==> src/rtl/operand_latch_stage.sv <==
// Decode/execute boundary register: captures register-file operands plus decoded
// control, bypasses same-cycle writebacks and snoops writebacks into a stalled entry.
module operand_latch_stage #(
  parameter int unsigned DATA_W     = 32,
  parameter int unsigned REG_ADDR_W = 5,
  parameter int unsigned IMM_W      = 32,
  parameter int unsigned CTRL_W     = 8,
  parameter int unsigned CNT_W      = 16
) (
  input  logic                  clock,
  input  logic                  reset,
  input  logic                  in_valid,
  output logic                  in_ready,
  input  logic [REG_ADDR_W-1:0] in_rs1,
  input  logic [REG_ADDR_W-1:0] in_rs2,
  input  logic [REG_ADDR_W-1:0] in_rd,
  input  logic [IMM_W-1:0]      in_imm,
  input  logic [CTRL_W-1:0]     in_ctrl,
  input  logic [DATA_W-1:0]     rf_read_data1,
  input  logic [DATA_W-1:0]     rf_read_data2,
  input  logic                  wb_regwrite,
  input  logic [REG_ADDR_W-1:0] wb_write_reg,
  input  logic [DATA_W-1:0]     wb_write_data,
  input  logic                  flush,
  output logic                  out_valid,
  input  logic                  out_ready,
  output logic [REG_ADDR_W-1:0] out_rs1,
  output logic [REG_ADDR_W-1:0] out_rs2,
  output logic [DATA_W-1:0]     out_rs1_val,
  output logic [DATA_W-1:0]     out_rs2_val,
  output logic [REG_ADDR_W-1:0] out_rd,
  output logic [IMM_W-1:0]      out_imm,
  output logic [CTRL_W-1:0]     out_ctrl,
  output logic [CNT_W-1:0]      stall_count
);

  logic                  r_valid;
  logic [REG_ADDR_W-1:0] r_rs1;
  logic [REG_ADDR_W-1:0] r_rs2;
  logic [DATA_W-1:0]     r_rs1_val;
  logic [DATA_W-1:0]     r_rs2_val;
  logic [REG_ADDR_W-1:0] r_rd;
  logic [IMM_W-1:0]      r_imm;
  logic [CTRL_W-1:0]     r_ctrl;
  logic [CNT_W-1:0]      r_stall;

  logic              w_ready;
  logic              w_accept;
  logic              w_stall_inc;
  logic              w_snoop1;
  logic              w_snoop2;
  logic [DATA_W-1:0] w_rs1_cap;
  logic [DATA_W-1:0] w_rs2_cap;

  assign w_ready     = ~r_valid | out_ready;
  assign w_accept    = in_valid & w_ready & ~flush;
  assign w_stall_inc = r_valid & ~out_ready & ~flush;

  // The RF write lands at the same edge as capture, so a matching writeback
  // must be taken directly; x0 stays zero whatever the RF or writeback says.
  always_comb begin
    w_rs1_cap = '0;
    w_rs2_cap = '0;
    if (in_rs1 != '0) begin
      if (wb_regwrite && (wb_write_reg == in_rs1)) w_rs1_cap = wb_write_data;
      else                                         w_rs1_cap = rf_read_data1;
    end
    if (in_rs2 != '0) begin
      if (wb_regwrite && (wb_write_reg == in_rs2)) w_rs2_cap = wb_write_data;
      else                                         w_rs2_cap = rf_read_data2;
    end
  end

  assign w_snoop1 = wb_regwrite && (wb_write_reg == r_rs1) && (r_rs1 != '0);
  assign w_snoop2 = wb_regwrite && (wb_write_reg == r_rs2) && (r_rs2 != '0);

  always_ff @(posedge clock) begin
    if (reset) begin
      r_valid   <= 1'b0;
      r_rs1     <= '0;
      r_rs2     <= '0;
      r_rs1_val <= '0;
      r_rs2_val <= '0;
      r_rd      <= '0;
      r_imm     <= '0;
      r_ctrl    <= '0;
      r_stall   <= '0;
    end else begin
      if (w_stall_inc && (r_stall != '1)) r_stall <= r_stall + CNT_W'(1);

      if (flush) begin
        r_valid <= 1'b0;
      end else if (w_accept) begin
        r_valid   <= 1'b1;
        r_rs1     <= in_rs1;
        r_rs2     <= in_rs2;
        r_rs1_val <= w_rs1_cap;
        r_rs2_val <= w_rs2_cap;
        r_rd      <= in_rd;
        r_imm     <= in_imm;
        r_ctrl    <= in_ctrl;
      end else if (out_ready) begin
        r_valid <= 1'b0;
      end else if (r_valid) begin
        // Held entry tracks the register file so it is never stale on release.
        if (w_snoop1) r_rs1_val <= wb_write_data;
        if (w_snoop2) r_rs2_val <= wb_write_data;
      end
    end
  end

  assign in_ready    = w_ready;
  assign out_valid   = r_valid;
  assign out_rs1     = r_rs1;
  assign out_rs2     = r_rs2;
  assign out_rs1_val = r_rs1_val;
  assign out_rs2_val = r_rs2_val;
  assign out_rd      = r_rd;
  assign out_imm     = r_imm;
  assign out_ctrl    = r_ctrl;
  assign stall_count = r_stall;

endmodule

==> config.mk <==
export PLATFORM = sky130hd
export DESIGN_NAME = operand_latch_stage
export DESIGN_NICKNAME = d
export VERILOG_FILES = /design/src/rtl/operand_latch_stage.sv
export SDC_FILE = /design/constraint.sdc
export NUM_CORES = 1
export LEC_CHECK = 0
export ABC_AREA = 0
export CAP_MARGIN = 0
export CORE_AREA = 10 10 136 138
export CTS_CLUSTER_DIAMETER = 40
export DETAILED_ROUTE_END_ITERATION = 6
export DIE_AREA = 0 0 146 148
export HOLD_SLACK_MARGIN = 0.05
export PLACE_DENSITY_LB_ADDON = 0.05
export REMOVE_ABC_BUFFERS = 1
export SLEW_MARGIN = 20
export SYNTH_ARGS = -nofsm -noshare
export SYNTH_HDL_FRONTEND = slang
export SYNTH_SLANG_ARGS = --single-unit
==> constraint.sdc <==
create_clock -name clock -period 4.75 [get_ports clock]
set_input_delay 0.475 -clock clock [delete_from_list [all_inputs] [get_ports clock]]
set_output_delay 0.475 -clock clock [all_outputs]
set_load 0.005 [all_outputs]
==> impl_metrics.env <==
export IMPL_status="finished, final reports clean"
export IMPL_min_path_type="register to register"
export IMPL_gr_total_overflow=0
export IMPL_rows=46
export IMPL_yosysTopAreaCellShare=0.415
export IMPL_postLayoutCellArea_sq_um=10200
export IMPL_fin_crit_sh=0.547
export IMPL_setup_violations=0
export IMPL_cts_root_buf="clkbuf_16"
export IMPL_synth_cells=680
export IMPL_worst_slew_pin_transition_ns=1.11
export IMPL_port_buffers=298
export IMPL_grt_pass1_vias=6325
export IMPL_fin_skew_ns=0.00778
export IMPL_die_w_um=146
export IMPL_drive_above_1_share=0.191
export IMPL_cellLeakagePower_nw=3.60
export IMPL_drcViolationCount=0
export IMPL_drt_iter0_drc=316
export IMPL_synth_seq_area_share=0.415
export IMPL_crit_fanout=32
export IMPL_setup_tns_ns=0
export IMPL_ir_drop_mv=0.237
export IMPL_required_ns=5.09
export IMPL_fin_cells=1179
export IMPL_setup_ws_ns=2.15
export IMPL_grt_pass1_wl_um=36900
export IMPL_ys_ff_latch=136
export IMPL_grt_max_degree=137
export IMPL_fmax_mhz=385
export IMPL_cts_resized=0
export IMPL_final_cell_mix="clkdlybuf4s50_1, dfxtp_1, nand2_1, nor2_1"
export IMPL_cts_sinks=136
export IMPL_dieHeight_um=148
export IMPL_dp_worst_setup_slack_ns=1.74
export IMPL_drt_wl_total_um=24000
export IMPL_clockBufferDepth=2
export IMPL_start_util=0.417
export IMPL_detail_route_antenna_nets=0
export IMPL_drv_cap=0
export IMPL_core_region_area_sq_um=15700
export IMPL_cp_data_arrival_time_ns=2.93
export IMPL_vias=6092
export IMPL_place_gp_congestion=0.799
export IMPL_cts_setup_buffers=0
export IMPL_synth_top_area_cell="dfxtp_1"
export IMPL_first_pass_iters=4
export IMPL_clk_pin_slew_ns=0.06
export IMPL_synth_cell_types=46
export IMPL_cts_tree="yes"
export IMPL_clk_latency_ns=0.42
export IMPL_layout_nets=1112
export IMPL_die_area_sq_um=21600
export IMPL_ios=299
export IMPL_grt_setup_unrepaired="false"
export IMPL_finalPower_mw=3.18
export IMPL_syn_area_sq_um=6550
export IMPL_cp_end_kind="register"
export IMPL_ctsHoldBuffers=0
export IMPL_place_hpwl_um=17400
export IMPL_finalHoldWorstSlack_ns=0.453
export IMPL_synth_area_leaders="dfxtp_1, a221oi_2, nor3_2"
export IMPL_start_kind="input pin"
export IMPL_area_growth_pct=55.5
export IMPL_hold_viol_final=0
export IMPL_timing_slew_headroom=0.263
export IMPL_drv_slew=0
export IMPL_period_needed_ns=2.60
export IMPL_routedWlPerCell_um=20.4
export IMPL_groute_usage_overall=0.214
export IMPL_yosysWarnings=0
export IMPL_antenna_found_initial=2
export IMPL_critPathKind="input pin to register"
export IMPL_r2r_setup_slack_ns=2.35
export IMPL_utilization=0.649
export IMPL_cts_inserted_buffers=17
export IMPL_layout_commonest_cell="clkdlybuf4s50_1"
export IMPL_cellPowerDensity_nw_per_um2=312
export IMPL_dp_cells=1146
export IMPL_htree_levels=4
export IMPL_placed_cell_area_sq_um=9560
export IMPL_synth_avg_cell_area_sq_um=9.64
export IMPL_viasPerCell=5.17
-- worst paths after layout --
check / cells past startpoint / start / endpoint
min: 2 / out_imm[30] / out_imm[30]
min reg2reg: 2 / out_imm[30] / out_imm[30]
max reg2reg: 6 / out_valid / out_rs1_val[0]
max: 7 / out_ready / out_rs1_val[0]
-- state kept, by name (all words and copies together) (netlist names) --
| register | count |
|---|---|
| out_rs1 | 5 |
| out_ctrl | 8 |
| stall_count | 16 |
| out_valid | 1 |
| out_imm | 32 |
| out_rd | 5 |
| out_rs2 | 5 |
| out_rs2_val | 32 |
| out_rs1_val | 32 |
-- worst max-delay path, stage by stage --
cell,delay [ns]
clkdlybuf4s50_1,0.54
nor2b_2,0.10
nor3b_4,0.16
buf_4,0.26
o311a_2,0.97
a221oi_1,0.19
nor3_1,0.22
-- power by group --
part           internal [mW]  switching (mW)
combinational          0.309           0.260
sequential              1.20          0.0348
clock                  0.865           0.505
-- layer usage --
layer | GRT usage | wire length (um)
met3 | 0.103 | 2440
met1 | 0.238 | 9540
met5 | 0 | 0
met4 | 0.0581 | 276
met2 | 0.357 | 11800
-- synthesized netlist by cell type (all sizes together) --
library cell	instances
nor2	86
o31ai	3
nor3	66
a21oi	60
a221oi	64
o211a	1
ha	1
inv	7
or2	1
nand2b	1
o41ai	2
buf	36
o311a	1
nor3b	2
mux2i	1
nand3	4
xnor2	30
nor2b	1
a2111oi	2
or4	3
and2	6
nor4	2
and3	1
a211oi	10
nand2	122
o31a	2
a31oi	1
nand3b	1
nand4	6
clkbuf	21
dfxtp	136
-- cell type report --
cell class                      count  area [sq um]
Sequential cell                   136          2720
Multi-Input combinational cell    480          3490
Tap cell                          216           270
Clock buffer                       20           467
Clock inverter                     11           146
Fill cell                        1263          5520
Antenna cell                        2          5.00
Inverter                            7          26.3
Timing Repair Buffer              307          3060
-- kinds of logic after synthesis --
kind of cell / Yosys count / synth area share
AOI/OAI and AO/OA: 146 / 0.232
DFF: 136 / 0.415
adders and majority gates: 1 / 0.00191
and+or+nand+nor: 302 / 0.254
xor gates and xnor gates: 30 / 0.0401
muxes: 1 / 0.00153
buffers and inverters: 64 / 0.0544
Power figures use the tool's default switching activity.
